===== src/rtl/grid_frame_store_if.sv =====
// rtl/grid_frame_store_if.sv - row stream handshake between the update engine and the frame store.
// The master drives row_in/row_valid; the frame store (slave) answers with row_ready.
interface grid_frame_store_if #(
    parameter int COLS = 40
) ();
    logic [COLS-1:0] row_in;
    logic            row_valid;
    logic            row_ready;

    modport master (output row_in, output row_valid, input row_ready);
    modport slave  (input row_in, input row_valid, output row_ready);
endinterface


===== src/rtl/grid_frame_store.sv =====
// rtl/grid_frame_store.sv - double-buffered cell-grid frame store with atomic commit and generation count.
// Optional feature macro GRID_CHANGED_EN adds the registered 'changed' (still-life) output.
module grid_frame_store #(
    parameter int COLS  = 40,
    parameter int ROWS  = 25,
    parameter int GEN_W = 16
) (
    input  logic                   clk,
    input  logic                   rst,
    input  logic                   load_start,
    input  logic                   clear,
    grid_frame_store_if.slave      rows,
    output logic [COLS*ROWS-1:0]   arr,
    output logic [GEN_W-1:0]       gen_count,
    output logic                   busy,
`ifdef GRID_CHANGED_EN
    output logic                   changed,
`endif
    output logic                   done
);
    localparam int IDX_W = (ROWS > 1) ? $clog2(ROWS) : 1;
    localparam logic [IDX_W-1:0] LAST_IDX = IDX_W'(ROWS - 1);

    typedef enum logic [1:0] {
        IDLE,
        FILL,
        COMMIT
    } state_t;

    state_t                         state;
    logic [IDX_W-1:0]               idx;
    logic [ROWS-1:0][COLS-1:0]      shadow;

    // The displayed grid only moves on the COMMIT->IDLE edge, so readers never see a mixed frame.
    always_ff @(posedge clk or posedge rst) begin
        if (rst) begin
            state          <= IDLE;
            idx            <= '0;
            shadow         <= '0;
            arr            <= '0;
            gen_count      <= '0;
            rows.row_ready <= 1'b0;
            busy           <= 1'b0;
            done           <= 1'b0;
`ifdef GRID_CHANGED_EN
            changed        <= 1'b0;
`endif
        end else begin
            done <= 1'b0;
            case (state)
                IDLE: begin
                    if (clear) begin
                        arr       <= '0;
                        gen_count <= '0;
`ifdef GRID_CHANGED_EN
                        changed   <= 1'b0;
`endif
                    end else if (load_start) begin
                        idx            <= '0;
                        state          <= FILL;
                        rows.row_ready <= 1'b1;
                        busy           <= 1'b1;
                    end
                end
                FILL: begin
                    if (rows.row_valid && rows.row_ready) begin
                        shadow[idx] <= rows.row_in;
                        if (idx == LAST_IDX) begin
                            state          <= COMMIT;
                            rows.row_ready <= 1'b0;
                        end else begin
                            idx <= idx + 1'b1;
                        end
                    end
                end
                COMMIT: begin
                    arr       <= shadow;
                    gen_count <= gen_count + 1'b1;
                    done      <= 1'b1;
                    busy      <= 1'b0;
                    state     <= IDLE;
`ifdef GRID_CHANGED_EN
                    changed   <= (shadow != arr);
`endif
                end
                default: begin
                    state          <= IDLE;
                    rows.row_ready <= 1'b0;
                    busy           <= 1'b0;
                end
            endcase
        end
    end
endmodule

===== src/flat_wrapper.sv =====
// flat-port wrapper written by rule: the top's interface ports become plain ports
module grid_frame_store_flat 
#(
    parameter int COLS  = 40,
    parameter int ROWS  = 25,
    parameter int GEN_W = 16
)
  (clk, rst, load_start, clear, arr, gen_count, busy, done, rows_row_in, rows_row_valid, rows_row_ready);
  grid_frame_store_if #(.COLS(COLS)) rows_i ();
  input  logic clk;
  input  logic rst;
  input  logic load_start;
  input  logic clear;
  output logic [COLS*ROWS-1:0] arr;
  output logic [GEN_W-1:0] gen_count;
  output logic busy;
  output logic done;
  input wire logic [$bits(rows_i.row_in)-1:0] rows_row_in;
  input wire logic [$bits(rows_i.row_valid)-1:0] rows_row_valid;
  output wire logic [$bits(rows_i.row_ready)-1:0] rows_row_ready;
  assign rows_i.row_in = rows_row_in;
  assign rows_i.row_valid = rows_row_valid;
  assign rows_row_ready = rows_i.row_ready;
  grid_frame_store #(.COLS(COLS), .ROWS(ROWS), .GEN_W(GEN_W)) u_core (.clk(clk), .rst(rst), .load_start(load_start), .clear(clear), .rows(rows_i), .arr(arr), .gen_count(gen_count), .busy(busy), .done(done));
endmodule

===== config.mk =====
export PLATFORM = sky130hd
export DESIGN_NAME = grid_frame_store_flat
export DESIGN_NICKNAME = d
export VERILOG_FILES = /design/src/rtl/grid_frame_store_if.sv /design/src/rtl/grid_frame_store.sv /design/src/flat_wrapper.sv
export SDC_FILE = /design/constraint.sdc
export NUM_CORES = 2
export LEC_CHECK = 0
export CORE_MARGIN = 2
export CORE_UTILIZATION = 35
export CTS_CLUSTER_DIAMETER = 40
export CTS_CLUSTER_SIZE = 30
export DETAILED_ROUTE_END_ITERATION = 16
export HOLD_SLACK_MARGIN = 0.15
export PLACE_DENSITY = 0.57
export SKIP_LAST_GASP = 1
export SLEW_MARGIN = 20
export SYNTH_ARGS = -nofsm -noshare
export SYNTH_HDL_FRONTEND = slang
export SYNTH_SLANG_ARGS = --single-unit

===== constraint.sdc =====
create_clock -name clk -period 86.3 [get_ports clk]
set_input_delay 17.26 -clock clk [delete_from_list [all_inputs] [get_ports clk]]
set_output_delay 17.26 -clock clk [all_outputs]
set_load 0.02 [all_outputs]

; ---- Yosys cells after proc, flatten, opt, wreduce, memory -nomap -nowiden
; Index checks and enable logic that the tools add are counted.
[classes]
n_eq_ne = 9
n_reduce_logical = 11
n_addsub = 2
muxes = 24
n_bitwise = 2
magnitude_cmp = 2
[op_table]
columns = op, count
row1 = case mux 1000 bit (2 select lines), 1
row2 = bitwise mux 1000 bit, 1
row3 = 2-to-1 mux 1000 bit, 1
row4 = demux 40 bit (select 5 bit), 1
row5 = 2-to-1 mux 40 bit, 1
row6 = case mux 16 bit (2 select lines), 1
row7 = 2-to-1 mux 5 bit, 4
row8 = "adder 16 x 1 -> 16 bit, second input constant", 1
row9 = 2-to-1 mux 16 bit, 1
row10 = case mux 5 bit (2 select lines), 1
row11 = AND reduction 5 bit, 2
row12 = 2-to-1 mux 2 bit, 4
row13 = "inequality test 2 bit, second input constant", 4
row14 = "< comparator 5 x 6 -> 1 bit, second input constant", 1
row15 = "adder 5 x 1 -> 5 bit, second input constant", 1
row16 = "== test 5 bit, second input constant", 1
row17 = ">= comparator 5 x 1 -> 1 bit, second input constant", 1
row18 = 2-to-1 mux 1 bit, 5
row19 = "inequality test 2 x 1 -> 1 bit, second input constant", 2
row20 = case mux 2 bit (2 select lines), 1
row21 = AND reduction 2 bit, 2
row22 = AND reduction 4 bit, 1
row23 = nonzero test 2 bit, 2
row24 = case mux 1 bit (3 select lines), 1
row25 = other kinds (7), 9
[totals]
elab_cells = 82
ff_bits = 2026
inputBits = 45

; ---- Logic depth before layout (Yosys ltp)
[depth]
word_depth = 5
ltp_mapped = 9
mapped_depth_nobuf = 5

; ---- Worst setup path before layout
; Ideal clock, no wire load.
[synth_timing]
path_kind = in2reg
startpoint = input port rows_row_valid
endpoint = register u_core.shadow[605] in the netlist's numbering
cell_stages = 7
path_slack_ns = 67.672
path_buffers = 3
arrival_ns = 18.504
path_cell_list = and4b_1 > buf_2 > and2_0 > buf_2 > nand2_1 > buf_2 > mux2_2
[synth_via]
elab_chain_len = 2
[synth_rtl]
columns = item, line_no
row1 = "start, declared", flat_wrapper.sv:19  ; input wire logic [$bits(rows_i.row_valid)-1:0] rows_row_valid;
row2 = logical AND 1 bit, grid_frame_store.sv:66  ; if (rows.row_valid && rows.row_ready) begin
row3 = AND reduction 2 bit (no source line), -
row4 = "end signal, assigned by index", grid_frame_store.sv:67  ; shadow[idx] <= rows.row_in;
row5 = "end, declared", grid_frame_store.sv:32  ; logic [ROWS-1:0][COLS-1:0] shadow;
; No other way between the ends.
; A chain may end at the register's enable or synchronous reset.

==> qor.csv <==
metric,value,unit
largest net degree at the start of global routing,210,
Post-Syn Area,77400,sq um
final hold vios,0,
Final Setup Violations,0,
layout cells sized above 1,21.2,%
Multi-input gate area,24700,sq um
"Top FF cell, synth",dfrtp_1,
die area,225000,sq um
clock tree sinks,2026,
post-synthesis cell type count,37,
Setup crit start kind,input pin,
Root Buffer,clkbuf_16,
drc violations,0,
GR Overflow Total,0,
RD Place Congestion,0.816,
"Seq/Total Area, Yosys",65.5,%
Crit. path cell count,8,
CTS max path bufs,4,
Core Area,220000,sq um
setup ws final,64500,ps
via count,56300,
DR iter-0 viols,5141,
die span in y,474,um
Avg WL per Cell,25.4,um
post-synth top area share,65.5,%
Site Rows,172,
Final HPWL DP,168,mm
fin util,46.0,%
final non-filler cell total,10900,
Synth top cells by count,"nand2_1, dfrtp_1, nand3_1",
kind of cell adding the most delay to the critical path,buffers and inverters,
status,"finished, final reports clean",
Via density,5.18,
placed insts,10300,
synth top area cells,"dfrtp_1, mux2_2, nand2_1",
detailed-router iteration count before antenna repair,5,
Async SR Flop Fraction,100,%
Die Wd,474,um
num ports,1064,
FILL cells,20000,
setup tns final,0,ps
WL final,276,mm
TritonCTS buffer count,315,
largest area contributor in the netlist,dfrtp_1,
"Slew Viols, Final",0,
dpl ws,62370,ps
Crit-path slowest cell,buf_4,
clk_lat worst skew,960,ps
vias in the first global route,56000,
postcts setup bufs,0,
Starting Density,35.2,%
Synth Area per Inst,11.6,sq um
Clock Skews,103,ps
Crit Path Max Fanout,123,
final hold slack,380,ps
Synth Register Bits,2026,
post-route cell area,101000,sq um
Hold WC Path Type,register to register,
first-pass GRT wire length,396,mm
crit-path cells,clkdlybuf4s50_1 -> inv_8 -> buf_4 -> buf_4 -> buf_4 -> buf_4 -> buf_4 -> buf_6,
worst endpoint required time,87250,ps
Tcrit/Tclk final,25.3,%
"Cell Area, Placed",90400,sq um
total track usage,24.0,%
total chip power,2.87,mW
Max Freq,0.0459,GHz
Yosys warnings,0,
synthesized instance count,6702,
TritonCTS clock tree,built,
Tmin final,21800,ps
most common cell in the netlist,nand2_1,
CP bufs+invs,8,
crit-path most repeated cell,buf_4,
storage element area,50700,sq um
area growth from synthesis to layout,30.7,%
hold-fix buffer count after cts,0,
Setup CP Type,input pin to asynchronous set/reset pin,
worst ir drop on vdd,0.0202,mV
"Clk pin slew, worst setup/hold paths",60,ps
Synth Net Count,6752,
"Arr. time, crit path",22750,ps
"slowest stage delay, CP",870,ps
initial antenna violation count,33,
Worst R2R Path Depth,8,
Crit. End Element,asynchronous set/reset pin,
Slew Limit Headroom,19.4,%
CTS H-tree depth,5,
Slew @ Worst Pin,1210,ps
NumNets Final,7717,
DRT antenna net count,0,
pwr dens,28.3,nW/um^2
P_leak,51.1,nW
Post-synth EDFFs,0,
max-cap violations,0,
RSZ-0062 raised after global routing,false,
hold depth,2,
PostCTS Resize Cnt,0,
count of input and output buffers,1063,
## worst paths after layout
kind / start / to / slack [ps]
max in group clk: clear / u_core.arr[876]$_DFFE_PP0P_ / 64860
worst min-delay path: u_core.shadow[496]$_DFFE_PP0P_ / u_core.arr[496]$_DFFE_PP0P_ / 380
worst min register to register: u_core.shadow[496]$_DFFE_PP0P_ / u_core.arr[496]$_DFFE_PP0P_ / 380
worst max register to register: u_core.state[0]$_DFFE_PP0P_ / u_core.arr[873]$_DFFE_PP0P_ / 80360
worst max-delay path: rst / u_core.shadow[251]$_DFFE_PP0P_ / 64500
min in group asynchronous: rst / u_core.shadow[784]$_DFFE_PP0P_ / 16910
## where the power goes
part,internal (mW),leakage (nW),switching (mW)
sequential,1.13,27.5,0.103
combinational,0.180,18.4,0.188
clock,0.791,5.16,0.481
total,2.10,51.1,0.772
## layer usage
metal  routed length (um)  track usage [%]  part of all wire, %  vias up
met5                    0                0                    0        -
met4                15300             12.4                  5.5        0
met3                18800             4.63                  6.8      523
met2               128000             37.3                   46     2290
met1               115000             32.1                   41    29300
li1                     -                -                    -    24200
## final cells by class
type,instances,share of cell area [%]
tap,2958,3.66
multi-input combinational,4144,24.4
sequential,2026,50.1
inverter,7,0.0408
timing repair buffer,1173,11.3
antenna,7,0.0173
clock buffer,373,8.46
clock inverter,185,2.03
## worst reg2reg max path: cells and delay by family (launching register included)
kind / cells / cell delay [ps]
flip-flops: 1 / 470
AND/OR/NAND/NOR: 3 / 990
buffers and inverters: 5 / 4390
## state kept, by name, summed over array words and instances, names as in the netlist
signal,cells
u_core.arr,1000
u_core.busy,1
u_core.done,1
u_core.gen_count,16
u_core.idx,5
u_core.rows.row_ready,1
u_core.shadow,1000
u_core.state,2
## cells in the final DEF, fill, tap and decap left out, drive strengths merged, types with 2 or more instances in the layout
cell           synthesis  layout
nand2b                 2       2
a21o                   2       2
a31oi                  4       4
dfrtp               2026    2026
clkinvlp               0      30
or3b                   2       2
mux2                1000    1000
mux2i                  6       6
nor4                   2       2
clkinv                 0      77
nor2                   9       9
a22o                   2       2
clkbuf               387     373
and2                   6       6
a21oi                  3       3
nor3b                  3       3
and3                   2       2
clkdlybuf4s50          0    1023
o21ai                 17      17
buf                  138     150
nand2               2044    2044
nor2b                  3       3
nand4                  7       7
nor3                   3       3
bufinv                 0      24
nand3               1014    1014
ha                     5       5
inv                    7      61
diode                  0       7
## cell families (layout without fill, tap and decap cells)
family          count (synthesis)  after routing  synth area share, %
simple gates                 3101           3101                 16.8
flops                        2026           2026                 65.5
mux                          1006           1006                 14.6
buf+inv                       532           1738                 2.76
compound gates                 30             30                0.225
fa+ha+maj                       5              5               0.0808
xor+xnor                        2              2               0.0226
other cells                     0              7                    0
Power figures use the tool's default switching activity.
